[src/rtl/serial_add_engine.sv]
// serial_add_engine: bit-serial WIDTH-bit adder with valid/ready operand and result handshakes
module serial_add_engine #(
  parameter int WIDTH = 8
) (
  input  logic             clk,
  input  logic             rst,
  input  logic             in_valid,
  output logic             in_ready,
  input  logic [WIDTH-1:0] a,
  input  logic [WIDTH-1:0] b,
  input  logic             cin,
  output logic             out_valid,
  input  logic             out_ready,
  output logic [WIDTH-1:0] sum,
  output logic             cout,
  output logic             ovf,
  output logic             busy
);
  localparam int CW = $clog2(WIDTH) + 1;
  localparam logic [1:0] IDLE = 2'd0, BUSY = 2'd1, DONE = 2'd2;
  logic [1:0] state;
  logic [WIDTH-1:0] a_sh, b_sh, r_sh;
  logic [CW-1:0] cnt;
  logic c, s, c_next, last;
  assign s = a_sh[0] ^ b_sh[0] ^ c;
  assign c_next = (a_sh[0] & b_sh[0]) | (c & (a_sh[0] ^ b_sh[0]));
  assign last = cnt == CW'(WIDTH - 1);
  assign in_ready = state == IDLE;
  assign busy = state == BUSY;
  assign out_valid = state == DONE;
  // Accept operands, add one bit per cycle LSB first, then hold the result until consumed
  always_ff @(posedge clk) begin
    if (rst) begin
      state <= IDLE;
      a_sh <= '0;
      b_sh <= '0;
      r_sh <= '0;
      c <= 1'b0;
      cnt <= '0;
      sum <= '0;
      cout <= 1'b0;
      ovf <= 1'b0;
    end else if (state == IDLE && in_valid) begin
      a_sh <= a;
      b_sh <= b;
      c <= cin;
      cnt <= '0;
      state <= BUSY;
    end else if (state == BUSY) begin
      a_sh <= a_sh >> 1;
      b_sh <= b_sh >> 1;
      r_sh <= {s, r_sh[WIDTH-1:1]};
      c <= c_next;
      cnt <= cnt + 1'b1;
      if (last) begin
        state <= DONE;
        sum <= {s, r_sh[WIDTH-1:1]};
        cout <= c_next;
        ovf <= c ^ c_next;
      end
    end else if (state == DONE && out_ready) begin
      state <= IDLE;
    end
  end
endmodule
[config.mk]
export PLATFORM = sky130hd
export DESIGN_NAME = serial_add_engine
export DESIGN_NICKNAME = d
export VERILOG_FILES = /design/src/rtl/serial_add_engine.sv
export SDC_FILE = /design/constraint.sdc
export NUM_CORES = 1
export LEC_CHECK = 0
export CAP_MARGIN = 25
export CORE_MARGIN = 4
export CORE_UTILIZATION = 51
export DETAILED_ROUTE_END_ITERATION = 7
export GPL_TIMING_DRIVEN = 0
export PLACE_DENSITY = 0.78
export SLEW_MARGIN = 30
export SYNTH_ARGS = -nofsm -noshare
export SYNTH_HDL_FRONTEND = slang
export SYNTH_SLANG_ARGS = --single-unit
[constraint.sdc]
create_clock -name clk -period 1.8 [get_ports clk]
set_clock_uncertainty 0.1 [all_clocks]
set_input_delay 0.36 -clock clk [delete_from_list [all_inputs] [get_ports clk]]
set_output_delay 0.36 -clock clk [all_outputs]
set_load 0.02 [all_outputs]
Word level (Yosys, flattened, before mapping)
Index checks and enable logic that the tools add are counted.
Widths: inputs -> output; s select.
- bits in registers: 41
- bits of input ports: 21
- output and inout port bits: 13
- logic and storage cells: 44
- $add $sub $neg: 1
- eq/ne operators: 5
- muxes and demuxes: 10
- bitwise logic cells: 7
- reduce and logical (&&, ||, !) cells: 11
- operator list (operator ; count):
    $mux 8 ; 4
    $mux 2 ; 3
    $reduce_and 2->1 ; 3
    $add 4x1->4 const B ; 1
    $eq 4x3->1 const B ; 1
    $reduce_bool 2->1 ; 2
    $mux 1 ; 3
    $ne 3x1->1 const B ; 1
    $reduce_and 3->1 ; 1
    $reduce_bool 3->1 ; 1
    $xor 1x1->1 ; 3
    $and 1x1->1 ; 2
    $eq 2x1->1 const B ; 1
    $eq 2x2->1 const B ; 1
    $logic_and 1x1->1 ; 2
    $logic_not 2->1 ; 1
    $ne 2x1->1 const B ; 1
    $reduce_or 2->1 ; 1
    $not 1->1 ; 1
    $or 1x1->1 ; 1

Logic depth before layout (Yosys ltp)
- depth after elaboration: 5
- gate-level depth with buffers: 6
- gate-level depth less buffers: 4

Worst setup path after synthesis
OpenSTA, ideal clock, no wires.
- kind: register to register
- from: register state[1]
- to: register a_sh[4]
- library setup time: 0.134 ns
- arrival: 1.170 ns
- data required time: 1.566 ns
- path slack: 0.396 ns
- cell stages (with the launch flop): 7
- path buffers: 3
- clock period less this slack: 1.404 ns
- cell sequence: dfxtp_1 -> buf_6 -> or3b_1 -> buf_6 -> buf_8 -> nor2_1 -> a211oi_2
- word-level cells in the longest chain between the ends: 3
- elaborated cells between the ends (all ways): 5
- classes of those cells: 1 x eq/ne; 1 x mux; 3 x reduce/logical
- RTL lines (what ; RTL line ; source):
    start: declaration ; 21 ; logic [1:0] state;
    start signal: assignment ; 34 ; state <= IDLE;
    start signal: assignment ; 48 ; state <= BUSY;
    start signal: assignment ; 56 ; state <= DONE;
    $logic_not 2->1 ; 43 ; end else if (state == IDLE && in_valid) begin
    $logic_and 1x1->1 ; 43 ;
    $mux 8 or $reduce_bool 2->1 (tied branches) ; n/a ;
    end signal: assignment ; 50 ; a_sh <= a_sh >> 1;
    end: declaration ; 22 ; logic [WIDTH-1:0] a_sh, b_sh, r_sh;
Several ways; a longest one is shown, not always the timed one.
A chain may end at the register's enable or synchronous reset.

Worst setup path in the final report
- from: register sum[4]
- to: output sum[4]
- RTL lines (what ; RTL line ; source):
    start: declaration ; 14 ; output logic [WIDTH-1:0] sum,
    start signal: assignment ; 57 ; sum <= {s, r_sh[WIDTH-1:1]};
No word-level cell between the ends.

==> metrics.yaml <==
dieWidth_um: 66.71
finalWorstSetupSlack_ps: 44.46
final_layout_size_suffix_gt1_share_pct: 12.03
grt_pass1_vias: 1456
dp_hpwl_um: 2765
hold_end: "a_sh[6]"
wl_per_cell_um: 13.16
maxSlewViolCount: 0
area_growth_pct: 24.70
grt_first_pass_wirelength_um: 6465
regToRegEndpoint: "state[1]"
synth_top_area_share_pct: 45.55
status: "finished, final reports clean"
cts_hold_buffers: 0
setup_tns_ps: 0
cts.sinks: 40
ios: 34
insertion_delay_ps: 350
p_leak_nw: 0.7973
synth_fp_nets: 225
synth_simple_gate_area_share_pct: 18.58
grt_max_degree: 12
ys_types: 33
fp.dieArea_um2: 4450
hold_viol: 0
cts_root_buffer: "clkbuf_4"
worst_slew_pin_slew_ps: 513.8
r2r-start: "cnt[0]"
first_pass_iters: 4
cpLargestDelayFamily: "buffers and inverters"
synthAdderAreaFrac_pct: 1.851
worst-r2r-cell-count: 4
power_density_nw_per_um2: 790.6
rsz0062_at_grt: "false"
clk_pin_slew_ps: 110
synthArstFlopShare_pct: 0
netlist_top_cells_area: "dfxtp_1 46%, a21oi_1 9.7%, nand2_1 6.4%"
htree_levels: 2
hp-start: "rst"
synth.largest_area_cell: "dfxtp_1"
placed_cell_area_um2: 2136
synth_cells: 202
gr-usage-all-layers_pct: 19.29
syn_area_um2: 1758
ys_seq_elements: 40
die_height_um: 66.71
detail_route.iter0.violations: 79
cp-start-kind: "flip-flop"
cp_max_fo: 2
start_util_pct: 52.68
placedCellCount: 280
overflow: 0
path_cells: "clkdlybuf4s50_1"
hold_slack_ps: 342.2
muxShareOfSynthArea_pct: 0.5694
n_fill_cell: 302
required_ps: 1340
diodes: 0
max_freq_mhz: 569.6
fin_crit_sh_pct: 97.53
cts_made_buffers: 5
ys_seq_area_share_pct: 45.55
detail_route.vias_per_cell: 5.422
setup_viol: 0
synthXorXnorAreaFrac_pct: 1.495
postCtsSetupBuffers: 0
ant_nets: 0
drc: 0
critPathMaxStageDelay_ps: 600
max_cap_violations: 0
coreArea_um2: 3337
antenna_found_initial: 0
finalCoreUtilization_pct: 65.69
end_kind: "output pin"
r2r_slack_ps: 210
avgSynthCellArea_um2: 8.703
clockBufferDepth: 2
layout.cells.non_filler: 287
vias: 1556
wl_um: 3777
nets: 263
cts_tree: "built"
gp_routability_congestion: 0.8236
power_mw: 1.733
fin_area_um2: 2192
worstHoldPathCells: 2
worstSetupPathType: "reg -> out"
fin_crit_ps: 1756
path_buf_inv: 1
synth_edf_count: 0
synth_compound_area_share_pct: 24.63
peakVddDrop_v: 0.0005849
rows: 21
synth_ff_type: "dfxtp_1"
slew_headroom_pct: 65.75
ys_warn_count: 0
crit_path_top_delay_cell: "clkdlybuf4s50_1"
dp_slack_ps: -237.3
arrival_ps: 1300
synth_top_family_by_area: "compound AO/OA/AOI/OAI gates"
port_buffers: 32
hp-class: "in -> reg"
==> layout by cell type (no fill, tap or decap), types with 5 or more instances in the layout <==
cell	netlist	final
dfxtp_1	40	39
a21oi_1	34	34
clkdlybuf4s50_1	0	26
o31ai_1	10	10
nor2_1	14	14
clkbuf_4	0	5
nand3_1	12	12
clkbuf_1	6	8
buf_6	4	5
a211oi_1	10	10
nand2_1	30	30
==> cell usage after synthesis, types with 4 or more instances <==
library cell  instances
o31ai_1              10
clkbuf_1              6
nand3_1              12
a21oi_1              34
nand2_1              30
dfxtp_1              40
a211oi_1             10
buf_2                 4
nor3_1                4
inv_1                 4
nor2_1               14
buf_6                 4
o21ai_0               4
==> kinds of logic after synthesis <==
family,Yosys count
flip-flops,40
buffers and inverters,21
XOR/XNOR,3
multiplexers,1
AND/OR/NAND/NOR,68
AO/OA/AOI/OAI,67
adder cells (fa/ha/maj),2
==> how the worst max path moves through the flow <==
stage                  start         to  depth (start not counted)  slack, ps
global placement    state[1]       busy                          5       -250
finish                sum[4]     sum[4]                          1         40
global route          sum[4]     sum[4]                          1          3
floorplan           state[1]    a_sh[4]                          6        400
detailed placement  state[1]       busy                          5       -240
CTS                 state[1]  out_valid                          4         10
==> report_power, final <==
group          switching, mW  internal, mW  total (mW)  leakage [nW]
sequential            0.0302         0.934       0.964         0.327
clock                  0.277         0.193       0.470        0.0326
combinational          0.157         0.142       0.299         0.438
total                  0.464          1.27        1.73         0.797
==> layout make-up <==
class / count / area, um^2 / area share, %
Sequential cell: 40 / 802.0 / 36.59
Inverter: 5 / 21.27 / 0.9703
Tap cell: 46 / 57.56 / 2.626
Buffer: 15 / 105.1 / 4.795
Clock buffer: 8 / 58.81 / 2.683
Timing Repair Buffer: 32 / 319.1 / 14.55
Multi-Input combinational cell: 141 / 828.3 / 37.79
==> per-layer routing <==
layer,GRT usage [%],wire length [um]
met5,0,0
met1,24.20,1776
met3,4.047,129
met4,8.376,61
met2,31.68,1811
==> flip-flops by register name, indices dropped and copies added (netlist names) <==
signal / count
a_sh: 8
cout: 1
r_sh: 7
state: 2
cnt: 4
sum: 8
c: 1
b_sh: 8
ovf: 1
==> timing repair <==
action                     in CTS  in global routing
gates cloned                    0                  0
gates resized for setup        14                  4
setup endpoints to repair       4                  4
pin swaps                       0                  0
No activity file was read; power rests on OpenSTA's default activity.
